### src/rtl/cart_mem_pkg.sv
// Shared types and constants for the cartridge memory arbiter.
// The PRG and CHR regions are folded into one 19-bit memory image.
package cart_mem_pkg;
  localparam int PRG_AW = 18;
  localparam int CHR_AW = 17;
  localparam int MEM_AW = 19;
  localparam int DW     = 8;

  localparam logic       PRG_PREFIX = 1'b0;
  localparam logic [1:0] CHR_PREFIX = 2'b10;

  typedef enum logic [1:0] {IDLE, ACCESS, WAIT, DONE} state_t;

  function automatic logic [MEM_AW-1:0] map_addr(
    input logic              own_chr,
    input logic [PRG_AW-1:0] prg_addr,
    input logic [CHR_AW-1:0] chr_addr
  );
    return own_chr ? {CHR_PREFIX, chr_addr} : {PRG_PREFIX, prg_addr};
  endfunction
endpackage

### src/rtl/cart_mem_priority.sv
// Grant selection: CHR normally wins, but PRG is forced through once
// CHR has been granted STARVE_LIMIT times in a row while PRG waited.
module cart_mem_priority #(
  parameter int STARVE_LIMIT = 3
) (
  input  logic clk,
  input  logic reset,
  input  logic en,
  input  logic prg_req,
  input  logic chr_req,
  output logic grant_prg,
  output logic grant_chr
);
  localparam logic [1:0] LIMIT = 2'(STARVE_LIMIT);

  logic [1:0] streak;

  always_comb begin
    grant_prg = prg_req && (!chr_req || streak == LIMIT);
    grant_chr = chr_req && !grant_prg;
  end

  always_ff @(posedge clk) begin
    if (reset) begin
      streak <= 2'd0;
    end else if (en) begin
      if (grant_prg)
        streak <= 2'd0;
      else if (grant_chr)
        streak <= !prg_req ? 2'd0 : (streak == LIMIT) ? streak : streak + 2'd1;
    end
  end
endmodule

### src/rtl/cart_mem_arbiter.sv
// Two-client (PRG/CHR) arbiter in front of a single fixed-latency memory.
// One transaction at a time: IDLE -> ACCESS -> [WAIT] -> DONE -> IDLE.
module cart_mem_arbiter import cart_mem_pkg::*; #(
  parameter int MEM_LATENCY  = 2,
  parameter int STARVE_LIMIT = 3
) (
  input  logic              cart_clk_in,
  input  logic              reset_in,
  input  logic              prg_req_in,
  input  logic              prg_write_in,
  input  logic [PRG_AW-1:0] prg_address_in,
  input  logic [DW-1:0]     prg_data_in,
  output logic              prg_ack_out,
  output logic [DW-1:0]     prg_data_out,
  input  logic              chr_req_in,
  input  logic              chr_write_in,
  input  logic [CHR_AW-1:0] chr_address_in,
  input  logic [DW-1:0]     chr_data_in,
  output logic              chr_ack_out,
  output logic [DW-1:0]     chr_data_out,
  output logic [MEM_AW-1:0] mem_address_out,
  output logic [DW-1:0]     mem_data_out,
  output logic              mem_read_out,
  output logic              mem_write_out,
  input  logic [DW-1:0]     mem_data_in
);
  localparam logic [2:0] CNT_LOAD = 3'(MEM_LATENCY - 1);

  state_t     state;
  logic       own_chr;
  logic       wr;
  logic [2:0] cnt;
  logic       grant_prg;
  logic       grant_chr;
  logic       sel_write;
  logic [DW-1:0] sel_data;

  cart_mem_priority #(.STARVE_LIMIT(STARVE_LIMIT)) u_pri (
    .clk      (cart_clk_in),
    .reset    (reset_in),
    .en       (state == IDLE),
    .prg_req  (prg_req_in),
    .chr_req  (chr_req_in),
    .grant_prg(grant_prg),
    .grant_chr(grant_chr)
  );

  assign sel_write = grant_chr ? chr_write_in : prg_write_in;
  assign sel_data  = grant_chr ? chr_data_in  : prg_data_in;

  // Outputs are registered: strobes are set on entry to ACCESS, acks on entry to DONE.
  always_ff @(posedge cart_clk_in) begin
    if (reset_in) begin
      state           <= IDLE;
      own_chr         <= 1'b0;
      wr              <= 1'b0;
      cnt             <= 3'd0;
      prg_ack_out     <= 1'b0;
      chr_ack_out     <= 1'b0;
      prg_data_out    <= '0;
      chr_data_out    <= '0;
      mem_address_out <= '0;
      mem_data_out    <= '0;
      mem_read_out    <= 1'b0;
      mem_write_out   <= 1'b0;
    end else begin
      mem_read_out  <= 1'b0;
      mem_write_out <= 1'b0;
      prg_ack_out   <= 1'b0;
      chr_ack_out   <= 1'b0;
      case (state)
        IDLE: begin
          if (grant_prg || grant_chr) begin
            own_chr         <= grant_chr;
            wr              <= sel_write;
            mem_address_out <= map_addr(grant_chr, prg_address_in, chr_address_in);
            if (sel_write) begin
              mem_write_out <= 1'b1;
              mem_data_out  <= sel_data;
            end else begin
              mem_read_out  <= 1'b1;
            end
            state <= ACCESS;
          end
        end
        ACCESS: begin
          if (wr) begin
            prg_ack_out <= !own_chr;
            chr_ack_out <= own_chr;
            state       <= DONE;
          end else begin
            cnt   <= CNT_LOAD;
            state <= WAIT;
          end
        end
        WAIT: begin
          // Last WAIT cycle is exactly MEM_LATENCY after the strobe: data is valid now.
          if (cnt == 3'd0) begin
            if (own_chr) chr_data_out <= mem_data_in;
            else         prg_data_out <= mem_data_in;
            prg_ack_out <= !own_chr;
            chr_ack_out <= own_chr;
            state       <= DONE;
          end else begin
            cnt <= cnt - 3'd1;
          end
        end
        DONE:    state <= IDLE;
        default: state <= IDLE;
      endcase
    end
  end
endmodule

### config.mk
export PLATFORM = sky130hd
export DESIGN_NAME = cart_mem_arbiter
export DESIGN_NICKNAME = d
export VERILOG_FILES = /design/src/rtl/cart_mem_pkg.sv /design/src/rtl/cart_mem_priority.sv /design/src/rtl/cart_mem_arbiter.sv
export SDC_FILE = /design/constraint.sdc
export NUM_CORES = 1
export LEC_CHECK = 0
export CAP_MARGIN = 0
export CORE_MARGIN = 2
export CORE_UTILIZATION = 40
export DETAILED_ROUTE_END_ITERATION = 6
export PLACE_DENSITY_LB_ADDON = 0.08
export SETUP_SLACK_MARGIN = 0.15
export SYNTH_ARGS = -nofsm -noshare
export SYNTH_HDL_FRONTEND = slang
export SYNTH_SLANG_ARGS = --single-unit
### constraint.sdc
create_clock -name cart_clk_in -period 2.2 [get_ports cart_clk_in]
set_input_delay 0.44 -clock cart_clk_in [delete_from_list [all_inputs] [get_ports cart_clk_in]]
set_output_delay 0.44 -clock cart_clk_in [all_outputs]
set_load 0.02 [all_outputs]
# After elaboration in Yosys (flattened, before gate mapping)
# Cells that the tools add are included.
dict set report word_totals {
  register_bits 56
  in_bits 65
  word_cells 68
}
dict set report classes {
  n_mux 22
  bitwise 3
  reduce_logical 19
  n_eq_ne 9
  n_addsub 2
}
# op n
set ops {}
lappend ops {{$mux 19} 1}
lappend ops {{$reduce_and 3->1} 5}
lappend ops {{$mux 2} 6}
lappend ops {{$mux 1} 8}
lappend ops {{$mux 8} 1}
lappend ops {{$ne 2x2->1 const B} 4}
lappend ops {{$pmux 2 s4} 1}
lappend ops {{$eq 2x2->1 const B} 3}
lappend ops {{$mux 3} 2}
lappend ops {{$pmux 3 s2} 1}
lappend ops {{$pmux 1 s2} 2}
lappend ops {{$reduce_and 2->1} 2}
lappend ops {{$reduce_bool 2->1} 2}
lappend ops {{$logic_not 1->1} 3}
lappend ops {{$logic_not 3->1} 1}
lappend ops {{$ne 3x3->1 const B} 1}
lappend ops {{$not 1->1} 3}
lappend ops {{$reduce_or 3->1} 1}
lappend ops {{$sub 3x1->3 const B} 1}
lappend ops {{$add 2x1->2 const B} 1}
lappend ops {{$eq 2x1->1 const B} 1}
lappend ops {{$logic_and 1x1->1} 2}
lappend ops {{$logic_not 2->1} 1}
lappend ops {{$logic_or 1x1->1} 2}

# Longest topological paths before layout
# Gate-level depths: netlist of the first run.
dict set report depth {
  depth_word 8
  ltp_mapped 9
  ltp_nobuf 7
}

# Modules after synthesis
# From an unflattened synthesis of the first run, not the netlist that was laid out.
dict set report unflattened {
  hier_cells 253
  hier_area_um2 2532.4
}
# module area_each_um2 seq_area_each_um2 n_inst cells_per_inst
set by_module_without_submodules {}
lappend by_module_without_submodules {cart_mem_arbiter 2399.8 1061.0 1 239}
lappend by_module_without_submodules {cart_mem_priority 132.6 40.0 1 14}

# Least setup slack after synthesis of the first run
# No wires, ideal clock.
dict set report synth_timing {
  path_kind {register to register}
  startpoint {register cnt[0]}
  endpoint {register chr_data_out[0]}
  setup_time_ps 128
  arrival_ps 1437
  synth_period_minus_slack_ps 1565
  path_stages_with_launch 8
  setup_slack_ps 635
  path_cell_list {dfxtp_1 -> inv_1 -> ha_1 -> ha_1 -> buf_2 -> nand3_1 -> mux2i_1 -> nor2_1}
}
dict set report synth_between {
  elab_chain_cells 2
}
# element line_no
set synth_lines {}
lappend synth_lines {{from (decl)} cart_mem_arbiter.sv:32} ;# logic [2:0] cnt;
lappend synth_lines {{from (signal assigned)} cart_mem_arbiter.sv:105} ;# cnt <= cnt - 3'd1;
lappend synth_lines {{$logic_not 3->1} cart_mem_arbiter.sv:98} ;# if (cnt == 3'd0) begin
lappend synth_lines {{$reduce_and 3->1 (no line)} n/a}
lappend synth_lines {{to (signal assigned)} cart_mem_arbiter.sv:99} ;# if (own_chr) chr_data_out <= mem_data_in;
lappend synth_lines {{to (decl)} cart_mem_arbiter.sv:20} ;# output logic [DW-1:0] chr_data_out,
# Every way passes these cells.
# A chain may end at the register's enable or synchronous reset.

# Worst setup path in the final report of the first run
dict set report layout_timing {
  startpoint {register mem_address_out[18]}
  endpoint {output mem_address_out[18]}
}
# element line_no
set layout_lines {}
lappend layout_lines {{from (decl)} cart_mem_arbiter.sv:21} ;# output logic [MEM_AW-1:0] mem_address_out,
lappend layout_lines {{from (signal assigned)} cart_mem_arbiter.sv:76} ;# mem_address_out <= map_addr(grant_chr, prg_address_in, chr_address_in);
# No word-level cell between the ends.

==> results.yml, run 1 <==
logic_synthesis:
  synth_edf_count: 0
  ys_seq_elements: 55
  synth_cell_type_count: 35
  synthTopCellsByCount: "dfxtp_1, nor2_1, mux2i_1"
  synth.cell_area_sq_um: 2440
  synth_ff_type: "dfxtp_1"
  seq_area_frac_synth_pct: 45.1
  ys_async_sr_fraction_pct: 0
  yosys.area.top_type: "dfxtp_1"
  syn_nets: 326
  synth.most_common_cell: "dfxtp_1"
  yosysTopAreaCellShare_pct: 45.1
  avgSynthCellArea_sq_um: 9.62
  postSynthCellCount: 254
  synthTopCellsByArea: "dfxtp_1, mux2i_1, nor2_1, a211oi_1, a211oi_2"
  yosys_warnings: 0
worst_setup_path:
  critPathMaxStageDelay_ns: 0.65
  crit_arrival_ns: 1.40
  critPathBufInv: 1
  slowest_stage: "clkdlybuf4s50_1"
  critPathRequiredTime_ns: 1.76
  cp_top_family: "buffers and inverters"
  r2r_end: "prg_data_out[4]"
  worstSetupPathType: "register to output pin"
  start_kind: "register"
  crit_chain: "clkdlybuf4s50_1"
  worst_r2r_path_depth: 7
  critPathMaxFanout: 7
  regToRegStartpoint: "cnt[0]"
  worstSetupEndpointType: "output pin"
  critical_path_depth: 1
  reg2reg_slack_ns: 0.41
min_path:
  holdPathStages: 2
  hp-start: "prg_data_out[4]"
  min_to: "prg_data_out[4]"
  hp-class: "register to register"
drt:
  routed_via_density: 4.91
  drt_iter0_markers: 78
  drc: 0
  first_pass_iters: 5
  drtAntennaViolNets: 0
  num_vias: 2134
  wl_mm: 5.71
  wl_per_cell_um: 13.1
place:
  portBuffers: 111
  gp_congestion: 0.742
  pre_cts_ws_ns: 0.127
  dp_hpwl_mm: 4.26
timing:
  tightest_slew_ns: 0.704
  finalHoldViolCount: 0
  tns_ns: 0
  rsz0062_at_grt: "no"
  fin_ws_ns: 0.364
  relSlewSlack_pct: 53.1
  drv_slew: 0
  fmax_mhz: 545
  layout_min_cycle_time_ns: 1.84
  finalSetupViolCount: 0
  hold_ws_ns: 0.459
  period_share_pct: 83.5
  fin_skew_ns: 0.0108
cells_and_area:
  drive_gt1_share_pct: 7.78
  syn_to_final_growth_pct: 52.4
  final.fill_count: 539
  seq_area_sq_um: 1100
  final_nets: 431
  multi_input_area_sq_um: 1210
  diodes: 0
status:
  status: "completed"
cts:
  post-cts-setup-buffers: 0
  insertion_delay_ns: 0.31
  tritoncts: "yes"
  cts_resized: 0
  postCtsHoldBufs: 0
  cts_max_path_buffers: 2
  clock-sinks: 55
  cts_buffers: 5
  root_buffer: "clkbuf_8"
  cts.htree.levels: 2
  path_clk_slew_ns: 0.10
global_route:
  grt_start_max_net_pins: 36
  grt_usage_pct: 17.0
  use_met1_pct: 20.4
  gr-usage-met3_pct: 7.17
  grt_pass1_vias: 1983
  top_usage_layer: "met2"
  grt-ovfl-total: 0
  grt_pass1_wl_mm: 8.89
  grt_antenna_before_repair: 0
  grtUsageMet2_pct: 26.9
die:
  rows: 28
  chipWidth_um: 82.2
  initial_core_util_pct: 41.3
  dieArea_sq_um: 6750
  coreArea_sq_um: 5920
  io_pins: 112
  die_h_um: 82.2
power_and_ir_drop:
  p_per_area_nw_per_um2: 1040
  seq_power_share_pct: 34.9
  p_leak_nw: 1.48
  pwr-share-comb_pct: 45.0
  max-vdd-ir-drop_mv: 0.460
  p_switching_w: 0.00136
  clockPowerShare_pct: 20.1
  p_int_w: 0.00250
  swShare_pct: 35.3
flow_run:
  drv_cap: 0
==> cells by family (layout without fill, tap and decap cells) <==
kind of cell             after synthesis  in the layout  share of synthesized area [%]
adder cells (fa/ha/maj)                7              7                           3.58
buffers and inverters                 25            131                           5.94
AO/OA/AOI/OAI                         58             58                           17.7
AND/OR/NAND/NOR                       72             72                           12.5
flip-flops                            55             55                           45.1
multiplexers                          37             37                           15.2
==> layer usage <==
layer	wire [um]	part of all wire (%)
met1	2500	44
met2	2550	45
met3	537	9.4
met4	129	2.3
met5	0	0
==> how the worst max path moves through the flow <==
stage                              from  slack [ns]             endpoint
global route                     cnt[0]        0.21      prg_data_out[1]
global placement             chr_req_in        0.16      mem_data_out[5]
CTS                 mem_address_out[18]        0.33  mem_address_out[18]
detailed placement           chr_req_in        0.13      mem_data_out[4]
finish              mem_address_out[18]        0.36  mem_address_out[18]
floorplan                        cnt[0]        0.64      chr_data_out[0]
==> cell type report <==
| type | count | area share, % |
|---|---|---|
| Sequential cell | 55 | 29.6 |
| Multi-Input combinational cell | 174 | 32.4 |
| Timing Repair Buffer | 118 | 31.4 |
| Inverter | 5 | 0.504 |
| Clock buffer | 6 | 1.95 |
| Tap cell | 75 | 2.52 |
| Clock inverter | 2 | 1.61 |
==> power groups by stage <==
stage | registers [W] | logic (W) | clock network [W]
2_1_floorplan | 0.00158 | 0.000878 | 0
3_3_place_gp | 0.00137 | 0.00173 | 0
3_5_place_dp | 0.00137 | 0.00175 | 0
4_1_cts | 0.00135 | 0.00176 | 0.000807
5_1_grt | 0.00138 | 0.00191 | 0.000836
6_report | 0.00135 | 0.00174 | 0.000777
==> flip-flops by register name (all words and copies together) (netlist names) <==
name / flops
chr_ack_out: 1
chr_data_out: 8
cnt: 3
mem_address_out: 19
mem_data_out: 8
mem_read_out: 1
mem_write_out: 1
prg_ack_out: 1
prg_data_out: 8
state: 2
u_pri.streak: 2
wr: 1
==> metrics by stage <==
step | cells | util [%] | total power [W] | cell area [sq um]
finish | 435 | 62.9 | 0.00386 | 3720
global route | 435 | 62.9 | 0.00412 | 3720
CTS | 435 | 62.9 | 0.00392 | 3720
detailed placement | 427 | 60.7 | 0.00312 | 3590
global placement | 427 | 60.7 | 0.00310 | 3590
floorplan | 254 | - | 0.00245 | 2440
==> tightest hold or removal path, delay by kind of cell (launching register included) <==
family             cells  cell delay, ns
and+or+nand+nor        1            0.05
AOI/OAI and AO/OA      1            0.05
DFF                    1            0.32
==> cell usage in the layout, fill, tap and decap left out, drive strengths merged, types with 2 or more instances in the layout <==
cell / count
mux2i: 36
o21ai: 2
inv: 5
a211oi: 25
dfxtp: 55
nor2: 37
clkdlybuf4s50: 110
and2: 2
buf: 8
ha: 7
a221oi: 2
clkbuf: 6
nand2: 24
nor2b: 2
a22oi: 4
bufinv: 2
o31ai: 2
a21oi: 19
(Power assumes the default switching activity.)
==> run 2: changes to the inputs <==
--- a/config.mk
+++ b/config.mk
@@ -7,7 +7,7 @@
 export LEC_CHECK = 0
 export CAP_MARGIN = 0
 export CORE_MARGIN = 2
-export CORE_UTILIZATION = 40
+export CORE_UTILIZATION = 37
 export DETAILED_ROUTE_END_ITERATION = 6
 export PLACE_DENSITY_LB_ADDON = 0.08
 export SETUP_SLACK_MARGIN = 0.15
==> constraint.sdc (replaced) <==
create_clock -name cart_clk_in -period 1.6 [get_ports cart_clk_in]
set_input_delay 0.32 -clock cart_clk_in [delete_from_list [all_inputs] [get_ports cart_clk_in]]
set_output_delay 0.32 -clock cart_clk_in [all_outputs]
set_load 0.02 [all_outputs]
==> run 2 against run 1 <==
  * Utilization grew 1.7 points
  * Combinational power grew 66%
  * Sequential power grew 39%
  * Clock skew shrank 0.0034 ns
  * Clock power grew 23%
  * Flip-flop and latch count is the same
  * Critical endpoint is now mem_data_out[2]
==> results.yml, run 2 (same netlist as run 1, synthesis figures left out) <==
die:
  io_pins: 112
  die_h_um: 85.3
  coreArea_sq_um: 6390
  initial_core_util_pct: 38.3
  dieArea_sq_um: 7270
  rows: 29
  chipWidth_um: 85.3
timing:
  fin_skew_ns: 0.00741
  layout_min_cycle_time_ns: 1.49
  rsz0062_at_grt: "yes"
  period_share_pct: 93.2
  fmax_mhz: 670
  tightest_slew_ns: 0.580
  tns_ns: 0
  relSlewSlack_pct: 61.4
  drv_slew: 0
  hold_ws_ns: 0.456
  finalSetupViolCount: 0
  finalHoldViolCount: 0
status:
  status: "completed"
worst_setup_path:
  reg2reg_slack_ns: 0.11
  worstSetupPathType: "register to register"
  slowest_stage: "dfxtp_2"
  critPathMaxFanout: 7
  crit_arrival_ns: 1.69
  critPathLaunch: "u_pri.streak[0]"
  critPathCapture: "mem_data_out[2]"
  regToRegStartpoint: "u_pri.streak[0]"
  worstSetupEndpointType: "register"
  r2r_end: "mem_data_out[2]"
  crit_chain: "ha_4 > a21boi_4 > buf_6 > buf_12 > mux2i_4 > a211oi_2"
  critPathMaxStageDelay_ns: 0.35
  critPathRequiredTime_ns: 1.80
  worst_r2r_path_depth: 6
  start_kind: "register"
power_and_ir_drop:
  p_leak_nw: 1.83
  pwr-share-comb_pct: 50.5
  p_switching_w: 0.00214
  swShare_pct: 37.5
  max-vdd-ir-drop_mv: 0.782
  clockPowerShare_pct: 16.7
  p_per_area_nw_per_um2: 1380
  seq_power_share_pct: 32.8
  p_int_w: 0.00357
place:
  gp_congestion: 0.727
  portBuffers: 111
  dpl_cell_area_sq_um: 3710
  dp_hpwl_mm: 4.42
  dp_cells: 438
min_path:
  hp-class: "register to register"
  holdPathStages: 2
cells_and_area:
  drive_gt1_share_pct: 23.1
  regMostFlops: "mem_address_out"
  final.fill_count: 560
  seq_area_sq_um: 1110
  final_nets: 452
  largest_reg_flops: 19
  syn_to_final_growth_pct: 68.9
  fin_area_sq_um: 4130
  multi_input_area_sq_um: 1390
  diodes: 0
  fin_util_pct: 64.6
  stdcell_count: 458
  final_common_cell: "clkdlybuf4s50_1"
  mostFrequentLayoutCells: "clkdlybuf4s50_1, dfxtp_1, dlygate4sd2_1"
drt:
  num_vias: 2251
  drc: 0
  routed_via_density: 4.91
  wl_per_cell_um: 14.1
  wl_mm: 6.47
  first_pass_iters: 4
  drtAntennaViolNets: 0
  drt_iter0_markers: 102
cts:
  root_buffer: "clkbuf_8"
  cts.htree.levels: 2
  postCtsHoldBufs: 0
  cts_max_path_buffers: 2
  cts_buffers: 5
  path_clk_slew_ns: 0.10
  clock-sinks: 55
  insertion_delay_ns: 0.31
  tritoncts: "yes"
global_route:
  grt-ovfl-total: 0
  grt_usage_pct: 16.2
  grt_pass1_wl_mm: 9.52
  grt_start_max_net_pins: 36
  grt_pass1_vias: 2083
  grt_antenna_before_repair: 0
flow_run:
  drv_cap: 0
run 2: cell types whose count changed in the layout (fill, tap and decap cells not counted), sizes merged:
cell	before	now
inv	5	6
bufinv	2	1
buf	8	25
clkdlybuf4s50	110	61
dlygate4sd2	0	49
clkbuf	6	9
clkinv	0	1
run 2: worst min path at each step:
stage | from | to | slack [ns]
2_1_floorplan | chr_write_in | mem_read_out | 0.43
3_3_place_gp | prg_data_out[2] | prg_data_out[2] | 0.44
3_5_place_dp | prg_data_out[1] | prg_data_out[1] | 0.45
4_1_cts | prg_data_out[1] | prg_data_out[1] | 0.46
5_1_grt | prg_data_out[0] | prg_data_out[0] | 0.48
6_report | prg_data_out[1] | prg_data_out[1] | 0.46
run 2: metal layers:
| metal | vias to the layer above | track usage (%) | routed length (um) | part of all wire, % |
|---|---|---|---|---|
| li1 | 1139 | - | - | - |
| met1 | 1031 | 19.4 | 2730 | 42 |
| met2 | 74 | 27.2 | 3170 | 49 |
| met3 | 7 | 6.42 | 489 | 7.6 |
| met4 | 0 | 4.33 | 75 | 1.2 |
| met5 | - | 0 | 0 | 0 |
run 2: power by group through the flow:
stage          clock network, W  registers, W  logic [W]
2_1_floorplan                 0       0.00217    0.00128
3_3_place_gp                  0       0.00187    0.00254
3_5_place_dp                  0       0.00188    0.00255
4_1_cts                0.000984       0.00184    0.00248
5_1_grt                 0.00104       0.00191    0.00314
6_report               0.000953       0.00187    0.00289
run 2: final cells by class:
class	count	share of cell area, %
clock buffer	5	1.67
clock inverter	3	1.15
inverter	5	0.515
multi-input combinational	174	33.6
sequential	55	26.9
tap	77	2.33
timing repair buffer	139	33.9
run 2: what timing repair did:
item                                    in CTS  in global routing
cloned                                       0                  4
setup buffers                                2                  6
endpoints found under the setup margin      92                 46
resized for setup                           58                 42
pin swaps                                    4                 23
run 2: per-stage QoR:
stage,power (W),worst slack [ns]
final,0.00571,0.108
after global routing,0.00609,0.0480
after CTS,0.00531,0.133
after detailed placement,0.00443,-0.276
after global placement,0.00441,-0.196
after floorplan,0.00345,0.142
run 2: critical path, delay by kind of cell (launching register included):
kind	cells	cell delay [ns]
flip-flops	1	0.35
AO/OA/AOI/OAI	2	0.35
buffers and inverters	2	0.30
multiplexers	1	0.22
adder cells (fa/ha/maj)	1	0.17
==> run 3: changes to the inputs <==
--- a/config.mk
+++ b/config.mk
@@ -6,9 +6,11 @@
 export NUM_CORES = 1
 export LEC_CHECK = 0
 export CAP_MARGIN = 0
+export CORE_ASPECT_RATIO = 1.2
 export CORE_MARGIN = 2
 export CORE_UTILIZATION = 37
 export DETAILED_ROUTE_END_ITERATION = 6
+export GPL_ROUTABILITY_DRIVEN = 0
 export PLACE_DENSITY_LB_ADDON = 0.08
 export SETUP_SLACK_MARGIN = 0.15
 export SYNTH_ARGS = -nofsm -noshare
==> run 3 against run 2 <==
  * Routed wire length increased by 2.0%
  * Register-to-register slack improved by 0.03 ns
  * Global-route usage increased by 1.0 points
  * Sequential power about the same
  * First-iteration DRC count decreased by 47%
  * Total power increased by 1.3%
  * Critical path depth unchanged
  * Die area about the same
  * Combinational power decreased by 1%
  * Clock-buffer cell count unchanged
==> results.yml, run 3 (same netlist as run 1, synthesis figures left out) <==
cells_and_area:
  stdcell_count: 464
  final_nets: 450
  drive_gt1_share_pct: 24.0
  final.fill_count: 578
  mostFrequentLayoutCells: "clkdlybuf4s50_1, dfxtp_1, dlygate4sd2_1"
  largest_reg_flops: 19
  syn_to_final_growth_pct: 69.3
  diodes: 0
  final_common_cell: "clkdlybuf4s50_1"
  regMostFlops: "mem_address_out"
  fin_util_pct: 64.6
drt:
  wl_mm: 6.60
  drtAntennaViolNets: 0
  num_vias: 2235
  first_pass_iters: 4
  drc: 0
  routed_via_density: 4.82
  drt_iter0_markers: 54
  wl_per_cell_um: 14.2
status:
  status: "completed"
die:
  coreArea_sq_um: 6410
  die_h_um: 93.0
  io_pins: 112
  chipWidth_um: 78.2
  initial_core_util_pct: 38.1
  rows: 32
  dieArea_sq_um: 7270
timing:
  rsz0062_at_grt: "yes"
  tightest_slew_ns: 0.361
  layout_min_cycle_time_ns: 1.46
  finalSetupViolCount: 0
  period_share_pct: 91.4
  fin_skew_ns: 0.00522
  tns_ns: 0
  drv_slew: 0
  fmax_mhz: 684
  finalHoldViolCount: 0
  relSlewSlack_pct: 75.9
global_route:
  grt_antenna_before_repair: 0
  grt-ovfl-total: 0
  grt_pass1_vias: 2189
  grt_usage_pct: 17.2
  grt_start_max_net_pins: 36
  grt_pass1_wl_mm: 10.0
worst_setup_path:
  start_kind: "register"
  critPathMaxFanout: 7
  worstSetupPathType: "register to register"
  crit_arrival_ns: 1.66
  worstSetupEndpointType: "register"
  critPathMaxStageDelay_ns: 0.35
  slowest_stage: "dfxtp_2"
  crit_chain: "ha_4 > a21boi_4 > buf_6 > clkbuf_16 > mux2i_4 > a211oi_2"
  critPathRequiredTime_ns: 1.80
cts:
  cts_max_path_buffers: 2
  insertion_delay_ns: 0.30
  cts_buffers: 5
  cts.htree.levels: 2
  root_buffer: "clkbuf_8"
  path_clk_slew_ns: 0.09
  postCtsHoldBufs: 0
  tritoncts: "yes"
  clock-sinks: 55
flow_run:
  drv_cap: 0
place:
  portBuffers: 111
  dp_cells: 446
  dp_hpwl_mm: 4.42
min_path:
  hp-class: "primary input to register"
power_and_ir_drop:
  p_per_area_nw_per_um2: 1400
  max-vdd-ir-drop_mv: 0.639
  p_leak_nw: 1.82
==> run 3: changes by cell type in the layout (fill, tap and decap cells not counted), sizes merged <==
cell and change:
clkinvlp +1, bufinv +1, inv -1, buf -1
clkinv -1, clkbuf -1
==> run 3: metal layers <==
metal,up-vias,routed length (um),track usage [%]
li1,1139,-,-
met1,1019,2680,18.3
met2,70,3410,32.3
met3,7,417,5.21
met4,0,93,5.41
met5,-,0,0
==> run 3: repair_timing <==
item | CTS | global route
gates resized for setup | 58 | 39
pin swaps | 6 | 10
setup endpoints to repair | 81 | 49
gates cloned | 1 | 3
hold endpoints to repair | 0 | 0
buffers inserted | 1 | 5
==> run 3: stage by stage <==
step / hold WS (ns) / setup WS, ns / total power [W] / area [sq um]
2_1_floorplan: 0.433 / 0.142 / 0.00345 / 2490
3_3_place_gp: 0.444 / -0.159 / 0.00441 / 3720
3_5_place_dp: 0.448 / -0.267 / 0.00445 / 3720
4_1_cts: 0.405 / 0.0619 / 0.00543 / 3880
5_1_grt: 0.407 / 0.0854 / 0.00618 / 4140
6_report: 0.400 / 0.138 / 0.00578 / 4140
==> run 3: final cells by class <==
| type | instances | area, sq um | share of cell area [%] |
|---|---|---|---|
| inverters | 5 | 18.8 | 0.454 |
| clock inverters | 3 | 67.6 | 1.63 |
| clock buffers | 5 | 68.8 | 1.66 |
| flip-flops and latches | 55 | 1110 | 26.8 |
| multi-input cells | 174 | 1410 | 34.0 |
| well taps | 85 | 106 | 2.57 |
| repair buffers | 137 | 1360 | 32.9 |
==> run 3: final timing paths <==
path / cells past startpoint / startpoint / slack, ns / to
worst max-delay path: 6 / u_pri.streak[0] / 0.14 / mem_data_out[0]
worst min-delay path: 2 / reset_in / 0.40 / chr_data_out[5]
worst max register to register: 6 / u_pri.streak[0] / 0.14 / mem_data_out[0]
worst min register to register: 2 / prg_data_out[1] / 0.46 / prg_data_out[1]
==> run 3: power breakdown <==
group          total (W)  switching [W]  internal, W  leakage [nW]
Sequential       0.00186       0.000165      0.00169         0.453
Combinational    0.00285        0.00151      0.00134          1.30
Clock            0.00107       0.000448     0.000624        0.0644
Total            0.00578        0.00213      0.00366          1.82
==> run 3: critical path, delay by kind of cell, from the launching register on <==
family | cells | cell delay, ns
adders and majority gates | 1 | 0.17
AOI/OAI and AO/OA | 2 | 0.29
buffers and inverters | 2 | 0.31
DFF | 1 | 0.35
muxes | 1 | 0.22
==> edit: new RTL, settings of run 3 <==
Change the package constant `DW` from 8 to 7.
--- a/src/rtl/cart_mem_pkg.sv
+++ b/src/rtl/cart_mem_pkg.sv
@@ -4,7 +4,7 @@
   localparam int PRG_AW = 18;
   localparam int CHR_AW = 17;
   localparam int MEM_AW = 19;
-  localparam int DW     = 8;
+  localparam int DW     = 7;
 
   localparam logic       PRG_PREFIX = 1'b0;
   localparam logic [1:0] CHR_PREFIX = 2'b10;
Interface: changed (6 resized); port bits go from 112 to 106. No check against the original RTL was run, so the function may have changed too.
==> edit against run 3 <==
- sequential cell count fell by 3
- area after synthesis decreased by 4.5%
- worst setup slack gained 0.061 ns
- wire length is 13% lower
- final area decreased by 9.0%
- total power fell by 9.5%
- clock power fell by 29%
- critical path type unchanged
- utilization down 2.4 points
- combinational power is 6% lower
==> edit: results (changes against run 3) <==
- Status: finished clean (unchanged)
- Register area share after synthesis: 0.446 (was 0.451)
- Syn_area_per_cell: 9.98 sq um (was 9.62 sq um)
- Largest cells by area after synthesis: dfxtp_1, mux2i_1, nor2_1 (unchanged)
- CP delay by family, top: compound AO/OA/AOI/OAI gates (was flip-flops)
- Commonest cells in the netlist: dfxtp_1, nor2_1, mux2i_1 (unchanged)
- Vias post-DR: 2061 (was 2235)
- Initial drt markers: 49 (was 54)
- Largest net degree at the start of global routing: 36 (unchanged)
- Post-synth cell types: 33 (was 35)
- Dpl cells: 418 (was 446)
- WL final: 5720 um (was 6600 um)
- Non-Filler Instances: 428 (was 464)
- Worst vdd ir: 0.000790 V (was 0.000639 V)
- Max reg flops: 19 (unchanged)
- Setup CP Type: register to register (unchanged)
- Hpwl dp: 4170 um (was 4420 um)
- LEAKAGE: 1.72 nW (was 1.82 nW)
- Gr usage total: 0.160 (was 0.172)
- IO Port Bufs: 105 (was 111)
- Crit path DAT: 1.64 ns (was 1.66 ns)
- Clock skew: 0.0105 ns (was 0.00522 ns)
- DP Area: 0.00355 sq mm (was 0.00372 sq mm)
- Global-route wire length before repair: 9180 um (was 10000 um)
- Clock Latency Late Sink: 0.31 ns
- Slew HR: 0.738 (was 0.759)
- Vias in the first global route: 1987 (was 2189)
-- edit: cell count changes in the layout (fill, tap and decap cells not counted), moves of 6 or more --
cell	change
mux2i_1	+13
a21oi_1	-14
nand2_1	-18
a211oi_1	+6
a211oi_2	-7
-- edit: layer usage --
| layer | global-route usage | share of wire |
|---|---|---|
| met1 | 0.188 | 0.41 |
| met2 | 0.274 | 0.50 |
| met3 | 0.0616 | 0.075 |
| met4 | 0.0409 | 0.011 |
| met5 | 0 | 0 |
-- edit: cell families after synthesis --
family | share of synthesized area
AOI/OAI and AO/OA | 0.161
muxes | 0.181
DFF | 0.446
and+or+nand+nor | 0.111
adders and majority gates | 0.0375
buffers and inverters | 0.0632
-- edit: stage by stage --
stage / hold slack (ns) / worst slack, ns / total power [mW]
finish: 0.404 / 0.198 / 5.23
detailed placement: 0.477 / -0.278 / 4.29
CTS: 0.397 / 0.152 / 4.99
global route: 0.414 / 0.116 / 5.60
global placement: 0.470 / -0.225 / 4.26
floorplan: 0.422 / 0.148 / 3.29
-- edit: power groups by stage --
stage	Sequential, mW	Combinational (mW)	Clock [mW]
floorplan	2.07	1.23	0
global placement	1.79	2.46	0
detailed placement	1.79	2.50	0
CTS	1.77	2.43	0.795
global route	1.83	2.94	0.841
finish	1.79	2.69	0.755
-- edit: worst register-to-register path: stages (launching register included) --
cell      delay [ns]
dfxtp_2         0.35
ha_4            0.17
nand2b_4        0.14
a32o_2          0.27
and2_4          0.21
a211oi_2        0.20
-- edit: final timing paths --
kind	cells after the start	slack, ns	end
max	5	0.20	mem_data_out[3]
min	2	0.40	u_pri.streak[1]
max reg2reg	5	0.20	mem_data_out[3]
min reg2reg	2	0.49	wr
-- edit: timing repair --
item,in CTS,in global routing
cloned,0,1
buffers inserted,1,0
endpoints found under the setup margin,88,45
hold buffers,0,0
resized for setup,55,33
pin swaps,2,9
-- edit: area by class of cell --
class,count,area [sq um]
Fill cell,553,2290
Multi-Input combinational cell,157,1300
Timing Repair Buffer,124,1200
Sequential cell,52,1050
Tap cell,82,103
Clock buffer,5,68.8
Clock inverter,3,23.8
Inverter,5,21.3
